[src/rtl/axi_lite_timer.sv]
// AXI4-Lite timer/counter: 32-bit prescaled down-counter with one-shot or auto-reload
// modes and a level interrupt. Only the in-window offset addr[11:2] is decoded.
module axi_lite_timer #(
    parameter int AXI_ADDR_BW_p = 15,
    parameter int AXI_DATA_BW_p = 32
) (
    input  logic                     clk_i,
    input  logic                     rst_ni,
    input  logic [AXI_ADDR_BW_p-1:0] s_awaddr_i,
    input  logic                     s_awvalid_i,
    output logic                     s_awready_o,
    input  logic [31:0]              s_wdata_i,
    input  logic [3:0]               s_wstrb_i,
    input  logic                     s_wvalid_i,
    output logic                     s_wready_o,
    output logic [1:0]               s_bresp_o,
    output logic                     s_bvalid_o,
    input  logic                     s_bready_i,
    input  logic [AXI_ADDR_BW_p-1:0] s_araddr_i,
    input  logic                     s_arvalid_i,
    output logic                     s_arready_o,
    output logic [31:0]              s_rdata_o,
    output logic [1:0]               s_rresp_o,
    output logic                     s_rvalid_o,
    input  logic                     s_rready_i,
    output logic                     irq_o
);

    generate
        if (AXI_DATA_BW_p != 32) begin : g_bad_data_bw
            $error("axi_lite_timer: AXI_DATA_BW_p must be 32");
        end
    endgenerate

    localparam logic [9:0] OFF_CTRL   = 10'd0;
    localparam logic [9:0] OFF_LOAD   = 10'd1;
    localparam logic [9:0] OFF_COUNT  = 10'd2;
    localparam logic [9:0] OFF_STATUS = 10'd3;
    localparam logic [9:0] OFF_PRESC  = 10'd4;
    localparam logic [1:0] RESP_OKAY   = 2'b00;
    localparam logic [1:0] RESP_SLVERR = 2'b10;

    function automatic logic [31:0] f_merge(input logic [31:0] old_v,
                                            input logic [31:0] new_v,
                                            input logic [3:0]  stb);
        logic [31:0] res;
        for (int b = 0; b < 4; b++)
            res[8*b +: 8] = stb[b] ? new_v[8*b +: 8] : old_v[8*b +: 8];
        return res;
    endfunction

    // registers
    logic [2:0]  r_ctrl;          // {IRQ_EN, AUTO_RELOAD, EN}
    logic [31:0] r_load;
    logic [31:0] r_count;
    logic        r_pend;
    logic [31:0] r_prescale;
    logic [31:0] r_pcnt;

    // write channel holding registers
    logic        r_aw_held;
    logic [9:0]  r_awoff;
    logic        r_w_held;
    logic [31:0] r_wdata;
    logic [3:0]  r_wstrb;
    logic        r_bvalid;
    logic [1:0]  r_bresp;

    // read channel
    logic        r_rvalid;
    logic [31:0] r_rdata;
    logic [1:0]  r_rresp;

    logic        w_aw_hs, w_w_hs, w_ar_hs, w_wr;
    logic [9:0]  w_woff, w_roff;
    logic [31:0] w_wdat;
    logic [3:0]  w_wstb;
    logic        w_wr_ctrl, w_wr_load, w_wr_status, w_wr_presc, w_woff_ok;
    logic [31:0] w_load_new, w_presc_new;
    logic        w_tick, w_expire, w_w1c;
    logic [31:0] w_rd;
    logic        w_rerr;
    logic        w_unused;

    assign w_unused = ^{s_awaddr_i[AXI_ADDR_BW_p-1:12], s_awaddr_i[1:0],
                        s_araddr_i[AXI_ADDR_BW_p-1:12], s_araddr_i[1:0]};

    assign s_awready_o = !r_aw_held && !r_bvalid;
    assign s_wready_o  = !r_w_held && !r_bvalid;
    assign s_bvalid_o  = r_bvalid;
    assign s_bresp_o   = r_bresp;
    assign s_arready_o = !r_rvalid;
    assign s_rvalid_o  = r_rvalid;
    assign s_rdata_o   = r_rdata;
    assign s_rresp_o   = r_rresp;
    assign irq_o       = r_pend & r_ctrl[2];

    assign w_aw_hs = s_awvalid_i && s_awready_o;
    assign w_w_hs  = s_wvalid_i && s_wready_o;
    assign w_ar_hs = s_arvalid_i && s_arready_o;

    // A held beat and a fresh beat on the other channel complete the write together.
    assign w_woff = r_aw_held ? r_awoff : s_awaddr_i[11:2];
    assign w_wdat = r_w_held ? r_wdata : s_wdata_i;
    assign w_wstb = r_w_held ? r_wstrb : s_wstrb_i;
    assign w_wr   = (r_aw_held || w_aw_hs) && (r_w_held || w_w_hs);

    assign w_woff_ok   = (w_woff <= OFF_PRESC);
    assign w_wr_ctrl   = w_wr && (w_woff == OFF_CTRL);
    assign w_wr_load   = w_wr && (w_woff == OFF_LOAD);
    assign w_wr_status = w_wr && (w_woff == OFF_STATUS);
    assign w_wr_presc  = w_wr && (w_woff == OFF_PRESC);
    assign w_load_new  = f_merge(r_load, w_wdat, w_wstb);
    assign w_presc_new = f_merge(r_prescale, w_wdat, w_wstb);

    assign w_tick   = r_ctrl[0] && (r_pcnt == r_prescale);
    assign w_expire = w_tick && (r_count == 32'd0);
    assign w_w1c    = w_wr_status && w_wstb[0] && w_wdat[0];

    always_ff @(posedge clk_i or negedge rst_ni) begin
        if (!rst_ni) begin
            r_aw_held <= 1'b0;
            r_awoff   <= '0;
            r_w_held  <= 1'b0;
            r_wdata   <= '0;
            r_wstrb   <= '0;
            r_bvalid  <= 1'b0;
            r_bresp   <= RESP_OKAY;
        end else begin
            if (w_wr) begin
                r_aw_held <= 1'b0;
                r_w_held  <= 1'b0;
                r_bvalid  <= 1'b1;
                r_bresp   <= w_woff_ok ? RESP_OKAY : RESP_SLVERR;
            end else begin
                if (w_aw_hs) begin
                    r_aw_held <= 1'b1;
                    r_awoff   <= s_awaddr_i[11:2];
                end
                if (w_w_hs) begin
                    r_w_held <= 1'b1;
                    r_wdata  <= s_wdata_i;
                    r_wstrb  <= s_wstrb_i;
                end
                if (r_bvalid && s_bready_i)
                    r_bvalid <= 1'b0;
            end
        end
    end

    always_ff @(posedge clk_i or negedge rst_ni) begin
        if (!rst_ni) begin
            r_ctrl     <= '0;
            r_load     <= '0;
            r_count    <= '0;
            r_pend     <= 1'b0;
            r_prescale <= '0;
            r_pcnt     <= '0;
        end else begin
            // software CTRL write overrides the one-shot EN clear
            if (w_wr_ctrl && w_wstb[0])
                r_ctrl <= w_wdat[2:0];
            else if (w_expire && !r_ctrl[1])
                r_ctrl[0] <= 1'b0;

            if (w_wr_load)
                r_load <= w_load_new;
            if (w_wr_presc)
                r_prescale <= w_presc_new;

            if (w_wr_load)
                r_count <= w_load_new;
            else if (w_tick) begin
                if (r_count != 32'd0)
                    r_count <= r_count - 32'd1;
                else if (r_ctrl[1])
                    r_count <= r_load;
            end

            if (w_wr_load || !r_ctrl[0] || w_tick)
                r_pcnt <= '0;
            else
                r_pcnt <= r_pcnt + 32'd1;

            r_pend <= w_expire || (r_pend && !w_w1c);
        end
    end

    assign w_roff = s_araddr_i[11:2];

    always_comb begin
        w_rd   = '0;
        w_rerr = 1'b0;
        case (w_roff)
            OFF_CTRL:   w_rd = {29'd0, r_ctrl};
            OFF_LOAD:   w_rd = r_load;
            OFF_COUNT:  w_rd = r_count;
            OFF_STATUS: w_rd = {31'd0, r_pend};
            OFF_PRESC:  w_rd = r_prescale;
            default:    w_rerr = 1'b1;
        endcase
    end

    always_ff @(posedge clk_i or negedge rst_ni) begin
        if (!rst_ni) begin
            r_rvalid <= 1'b0;
            r_rdata  <= '0;
            r_rresp  <= RESP_OKAY;
        end else if (w_ar_hs) begin
            r_rvalid <= 1'b1;
            r_rdata  <= w_rd;
            r_rresp  <= w_rerr ? RESP_SLVERR : RESP_OKAY;
        end else if (r_rvalid && s_rready_i) begin
            r_rvalid <= 1'b0;
        end
    end

endmodule

[config.mk]
export PLATFORM = sky130hd
export DESIGN_NAME = axi_lite_timer
export DESIGN_NICKNAME = d
export VERILOG_FILES = /design/src/rtl/axi_lite_timer.sv
export SDC_FILE = /design/constraint.sdc
export NUM_CORES = 1
export LEC_CHECK = 0
export CORE_MARGIN = 2
export CORE_UTILIZATION = 55
export CTS_BUF_LIST = sky130_fd_sc_hd__clkbuf_16
export DETAILED_ROUTE_END_ITERATION = 10
export GPL_TIMING_DRIVEN = 0
export PLACE_DENSITY = 0.88
export SLEW_MARGIN = 20
export SYNTH_ARGS = -nofsm -noshare
export SYNTH_HDL_FRONTEND = slang
export SYNTH_SLANG_ARGS = --single-unit
[constraint.sdc]
create_clock -name clk_i -period 5.5 [get_ports clk_i]
set_clock_uncertainty 0.05 [all_clocks]
set_input_delay 1.375 -clock clk_i [delete_from_list [all_inputs] [get_ports clk_i]]
set_output_delay 1.375 -clock clk_i [all_outputs]
set_load 0.1 [all_outputs]
==> results_dict.tcl, run 1 <==
set metrics [dict create \
    status "finished with violations" \
    violations "design-rule violations" \
    period_share_pct 91.04 \
    hpwlAfterDp_mm 23.21 \
    rsz0062_at_grt "no" \
    yosysUniqueCellTypes 66 \
    yosysTopAreaCellShare_pct 49.43 \
    routabilityCongestion 0.9774 \
    fin_hold_ws_ps 427.2 \
    num_antenna_cells 0 \
    drt_iter0_drc 1186 \
    antenna_found_initial 0 \
    fmax_mhz 199.7 \
    htree_levels 1 \
    crit_type "flip-flop to output pin" \
    synth_async_sr_flop_share_pct 100.0 \
    fin_nets 1318 \
    grt_pass1_wl_mm 50.07 \
    layout_min_cycle_time_ps 5007 \
    synth-main-ff-cell "dfrtp_1" \
    drive_gt1_share_pct 9.330 \
    p_per_area_mw_per_mm2 400.3 \
    post-route-util_pct 66.85 \
    rrSetupSlack_ps 1930 \
    die_w_um 145.0 \
    syn-instance-count 1113 \
    cts.root.buffer_cell "clkbuf_16" \
    vias_per_cell 6.308 \
    drv_cap 0 \
    vias 9582 \
    worst_setup_path_start_kind "flip-flop" \
    detail-route-antenna-nets 0 \
    synth_compound_area_share_pct 15.67 \
    critPathRequiredTime_ps 4070 \
    post_cts_resized 0 \
    path_max_fanout 10 \
    yosysSeqAreaShare_pct 49.43 \
    die_area_mm2 0.02102 \
    postCtsHoldBufs 0 \
    initial_core_util_pct 56.18 \
    syn_to_final_growth_pct 18.98 \
    setup_violations 0 \
    grt_max_degree 75 \
    yosys.area.top_type "dfrtp_1" \
    synthSimpleGateAreaFrac_pct 15.94 \
    yosysWarnings 0 \
    p_total_mw 5.208 \
    cp-end-kind "output pin" \
    synth_area_mm2 0.01093 \
    yosys_register_bits 216 \
    port_buffers 101 \
    synth_top_family_by_area "simple AND/OR/NAND/NOR gates" \
    slew_headroom_pct 32.67 \
    netlist_top_cells_area "dfrtp_1 (49%), mux2_2 (6.6%), o21ai_0 (5.1%)" \
    p_leak_nw 5.393 \
    drt-total-wl_mm 30.99 \
    cts_made_buffers 23 \
    hold_class "flip-flop to flip-flop" \
    synth_xor_area_share_pct 5.447 \
    core_region_area_mm2 0.01946 \
    muxShareOfSynthArea_pct 10.07 \
    dr.pass1.iters 11 \
    synth-edff-count 0 \
    rows 51 \
    avgSynthCellArea_um2 9.824 \
    crit_arrival_ps 3580 \
    clock_sinks 216 \
    slew_violations 0 \
    grt_pass1_vias 9405 \
    track_usage_pct 29.70 \
    drc 6 \
    wl_per_cell_um 20.40 \
    tightestPinTransition_ps 1007 \
    synthMostInstantiatedCell "dfrtp_1" \
    synth_commonest_cells "dfrtp_1 (216), nand2_1 (129), nor2_1 (114)" \
    grt-ovfl-total 0 \
    cts_setup_buffers 0 \
    clock_latency_ps 520 \
    die_h_um 145.0 \
    clock_path_buffers 3 \
    tritoncts "done" \
    synthAdderAreaFrac_pct 0.3433 \
    vdd_ir_drop_max_mv 0.4353 \
    hold_viol_final 0 \
    ios 115 \
    path_clk_slew_ps 60 \
]
-- state kept, by name, indices dropped and copies added, names as in the netlist --
signal	count
r_w_held	1
r_load	32
r_awoff	10
s_bvalid_o	1
r_prescale	32
r_wdata	32
r_aw_held	1
r_wstrb	4
r_pcnt	32
s_rresp_o	1
s_rvalid_o	1
s_rdata_o	32
r_ctrl	3
r_count	32
s_bresp_o	1
r_pend	1
-- cells by family after synthesis --
kind of cell / Yosys count
AO/OA/AOI/OAI: 269
XOR/XNOR: 68
adder cells (fa/ha/maj): 3
buffers and inverters: 81
flip-flops: 216
multiplexers: 102
other: 1
AND/OR/NAND/NOR: 373
-- final timing paths --
path                           endpoint  cells after the start    startpoint
max                          s_wready_o                      5      r_w_held
min                        s_rdata_o[1]                      2  s_rdata_o[1]
max reg2reg                  r_count[1]                      7     r_aw_held
min reg2reg                s_rdata_o[1]                      2  s_rdata_o[1]
max in group asynchronous     r_aw_held                      3        rst_ni
min in group asynchronous    s_rvalid_o                      1        rst_ni
-- placed cells by master (no fill, tap or decap), types with 10 or more instances in the layout --
master / instances
or3_1: 11
o21ai_0: 112
xor2_1: 23
nand2_1: 129
clkdlybuf4s50_1: 100
a21oi_1: 48
nand4_1: 21
nand3_1: 17
a222oi_1: 32
dfrtp_1: 216
clkbuf_16: 23
nor2_1: 114
mux2_2: 64
a22oi_1: 10
inv_1: 24
mux2i_1: 38
nor3_1: 21
nor4_1: 17
xnor2_1: 45
clkbuf_1: 42
-- metal layers --
layer	GRT usage [%]	up-vias	wire, um
met5	0	-	0
met4	10.10	0	1118
met3	6.352	105	3548
met2	47.90	598	14410
met1	40.16	4583	11910
li1	-	4296	-
-- worst max-delay path, stage by stage, from the launching register on --
cell and delay (ps):
dfrtp_1 320, clkbuf_1 320, clkbuf_1 590, buf_1 730
nor2_1 110, clkdlybuf4s50_1 1000
-- where the power goes --
| group | switching (mW) | internal (mW) |
|---|---|---|
| combinational | 1.02 | 0.631 |
| sequential | 0.264 | 1.88 |
| clock | 0.616 | 0.801 |
-- cell type report --
type | count | area, um^2
buffer | 60 | 256.5
clock buffer | 23 | 575.6
clock inverter | 14 | 93.84
fill | 1481 | 6452
inverter | 21 | 78.83
multi-input combinational | 817 | 5197
sequential | 216 | 5405
tap | 265 | 331.6
timing repair buffer | 103 | 1071
-- stage by stage --
stage	instance area, um^2	TNS (ps)	worst slack, ps	cells
after floorplan	10940	0	1683	1114
after global placement	12280	-1230970	-5715	1480
after detailed placement	12340	0	801.9	1482
after CTS	13010	0	435.0	1519
after global routing	13010	0	330.5	1519
final	13010	0	492.7	1519
No activity file was read; power rests on OpenSTA's default activity.
==> run 2, diff against run 1 <==
- CORE_MARGIN: 2 -> unset
- DONT_BUFFER_PORTS: unset -> 1
- PLACE_DENSITY: 0.88 -> 0.8
- SETUP_SLACK_MARGIN: unset -> 0.2
==> run 2 against run 1 <==
The flow now finishes without violations. Non-clock buffer count is 103 lower. Final cell count down 6.5%. Design area fell by 7.7%. Sequential share of layout area is 3.5 points higher. Count of clock-buffer cells in the layout unchanged. Die area is 2.7% lower. Sequential power is essentially flat. Critical path depth is 1 lower. Flip-flop and latch count is the same. First-iteration DRC count shrank 8.1%. Via count is 6.4% lower. Critical endpoint unchanged. Largest cell class unchanged.
==> results_dict.tcl, run 2 (same netlist as run 1, synthesis figures left out) <==
set metrics [dict create \
    cp_slowest_cell "buf_1" \
    post_cts_resized 0 \
    worst_setup_path_start_kind "flip-flop" \
    path_clk_slew_ps 60 \
    grt_max_degree 217 \
    track_usage_pct 31.17 \
    tightestPinTransition_ps 1058 \
    grt_pass1_wl_mm 48.58 \
    drive_gt1_share_pct 9.870 \
    rr_worst_depth 7 \
    routabilityCongestion 0.9743 \
    p_leak_nw 5.026 \
    layout_common_cells "dfrtp_1 (216), nand2_1 (129), nor2_1 (112), o21ai_0 (112), mux2_2 (64)" \
    crit_type "flip-flop to output pin" \
    drc 0 \
    detail-route-antenna-nets 0 \
    rsz0062_at_grt "no" \
    slew_headroom_pct 29.42 \
    cp-end-kind "output pin" \
    setup_slack_ps 1150 \
    die_w_um 143.0 \
    vias_per_cell 6.310 \
    path_buf_inv 3 \
    min-delay-start "r_wdata[19]" \
    cts_made_buffers 23 \
    rows 51 \
    layout_min_cycle_time_ps 4350 \
    drv_cap 0 \
    drt_iter0_drc 1090 \
    dr.pass1.iters 8 \
    hold_viol_final 0 \
    hold_class "flip-flop to flip-flop" \
    rr_endpoint "r_load[15]" \
    vias 8966 \
    setup_violations 0 \
    grt_pass1_vias 8847 \
    die_area_mm2 0.02045 \
    rrSetupSlack_ps 1580 \
    ios 115 \
    drt-total-wl_mm 30.74 \
    tritoncts "done" \
    final_common_cell "dfrtp_1" \
    p_per_area_mw_per_mm2 433.7 \
    htree_levels 1 \
    fin_nets 1215 \
    path_max_fanout 10 \
    path_cells "clkbuf_1 > clkbuf_1 > buf_1 > nor2_2" \
    slew_violations 0 \
    antenna_found_initial 1 \
    min_path_cells 1 \
    core_region_area_mm2 0.01946 \
    cpMostUsedCell "clkbuf_1" \
    postCtsHoldBufs 0 \
    clock_sinks 216 \
    crit_arrival_ps 2920 \
    die_h_um 143.0 \
    fmax_mhz 229.9 \
    grt-ovfl-total 0 \
    initial_core_util_pct 56.18 \
    vdd_ir_drop_max_mv 0.4880 \
    wl_per_cell_um 21.63 \
    path_delay_family "buffers and inverters" \
    cpPeakStageDelay_ps 750 \
    clock_path_buffers 3 \
    status "complete, no violations" \
    cts.root.buffer_cell "clkbuf_16" \
    port_buffers 0 \
    holdPathEnd "r_wdata[19]" \
    cts_setup_buffers 0 \
    critPathRequiredTime_ps 4070 \
    period_share_pct 79.09 \
    syn_to_final_growth_pct 9.795 \
    clock_latency_ps 520 \
    hpwlAfterDp_mm 22.50 \
    final.setup.tns_ps 0 \
    dp_worst_setup_slack_ps 1152 \
    r2r_start "s_bvalid_o" \
]
[run 2: how the worst max path moves through the flow]
stage                    endpoint  cells after the start  slack (ps)      startpoint
floorplan              s_wready_o                      4        1680        r_w_held
global placement       r_count[1]                      7        1180  s_awaddr_i[10]
detailed placement  s_rdata_o[18]                      8        1150   s_araddr_i[6]
CTS                    s_wready_o                      4        1100        r_w_held
global route           s_wready_o                      4        1040        r_w_held
finish                 s_wready_o                      4        1150        r_w_held
[run 2: worst reg2reg max path: stages (launching register included)]
cell and delay (ps):
dfrtp_1 790, nand2b_1 350, a222oi_1 560, nand4_1 720, nor2_1 730, clkbuf_1 440, nor2_1 80, a21oi_1 130
[run 2: per-stage QoR]
stage / total power [mW] / util [%] / std cells / hold WS (ps) / instance area, um^2
CTS: 5.184 / 61.67 / 1420 / 449.1 / 12000
detailed placement: 3.653 / 57.93 / 1379 / 435.9 / 11270
global placement: 3.598 / 57.90 / 1379 / 431.2 / 11270
finish: 5.207 / 61.68 / 1421 / 450.0 / 12010
global route: 5.435 / 61.67 / 1420 / 461.8 / 12000
floorplan: 3.235 / - / 1114 / 418.6 / 10940
[run 2: report_power, final]
part           total, mW  switching [mW]  internal [mW]
registers           2.17           0.296           1.88
logic               1.51           0.940          0.566
clock network       1.53           0.631          0.895
total               5.21            1.87           3.34
[run 2: cell type report]
| cell class | count | area, um^2 |
|---|---|---|
| antenna | 1 | 2.502 |
| buffer | 60 | 256.5 |
| clock buffer | 23 | 575.6 |
| clock inverter | 18 | 152.6 |
| fill | 1592 | 7457 |
| inverter | 21 | 78.83 |
| multi-input combinational | 817 | 5202 |
| sequential | 216 | 5405 |
| tap | 265 | 331.6 |
[run 2: per-layer routing]
metal  part of all wire [%]  up-vias  track usage [%]
met5                      0        -                0
met4                    2.7        0            10.36
met3                     10       59            6.204
met2                     45      448            48.40
met1                     42     4372            43.79
li1                       -     4087                -
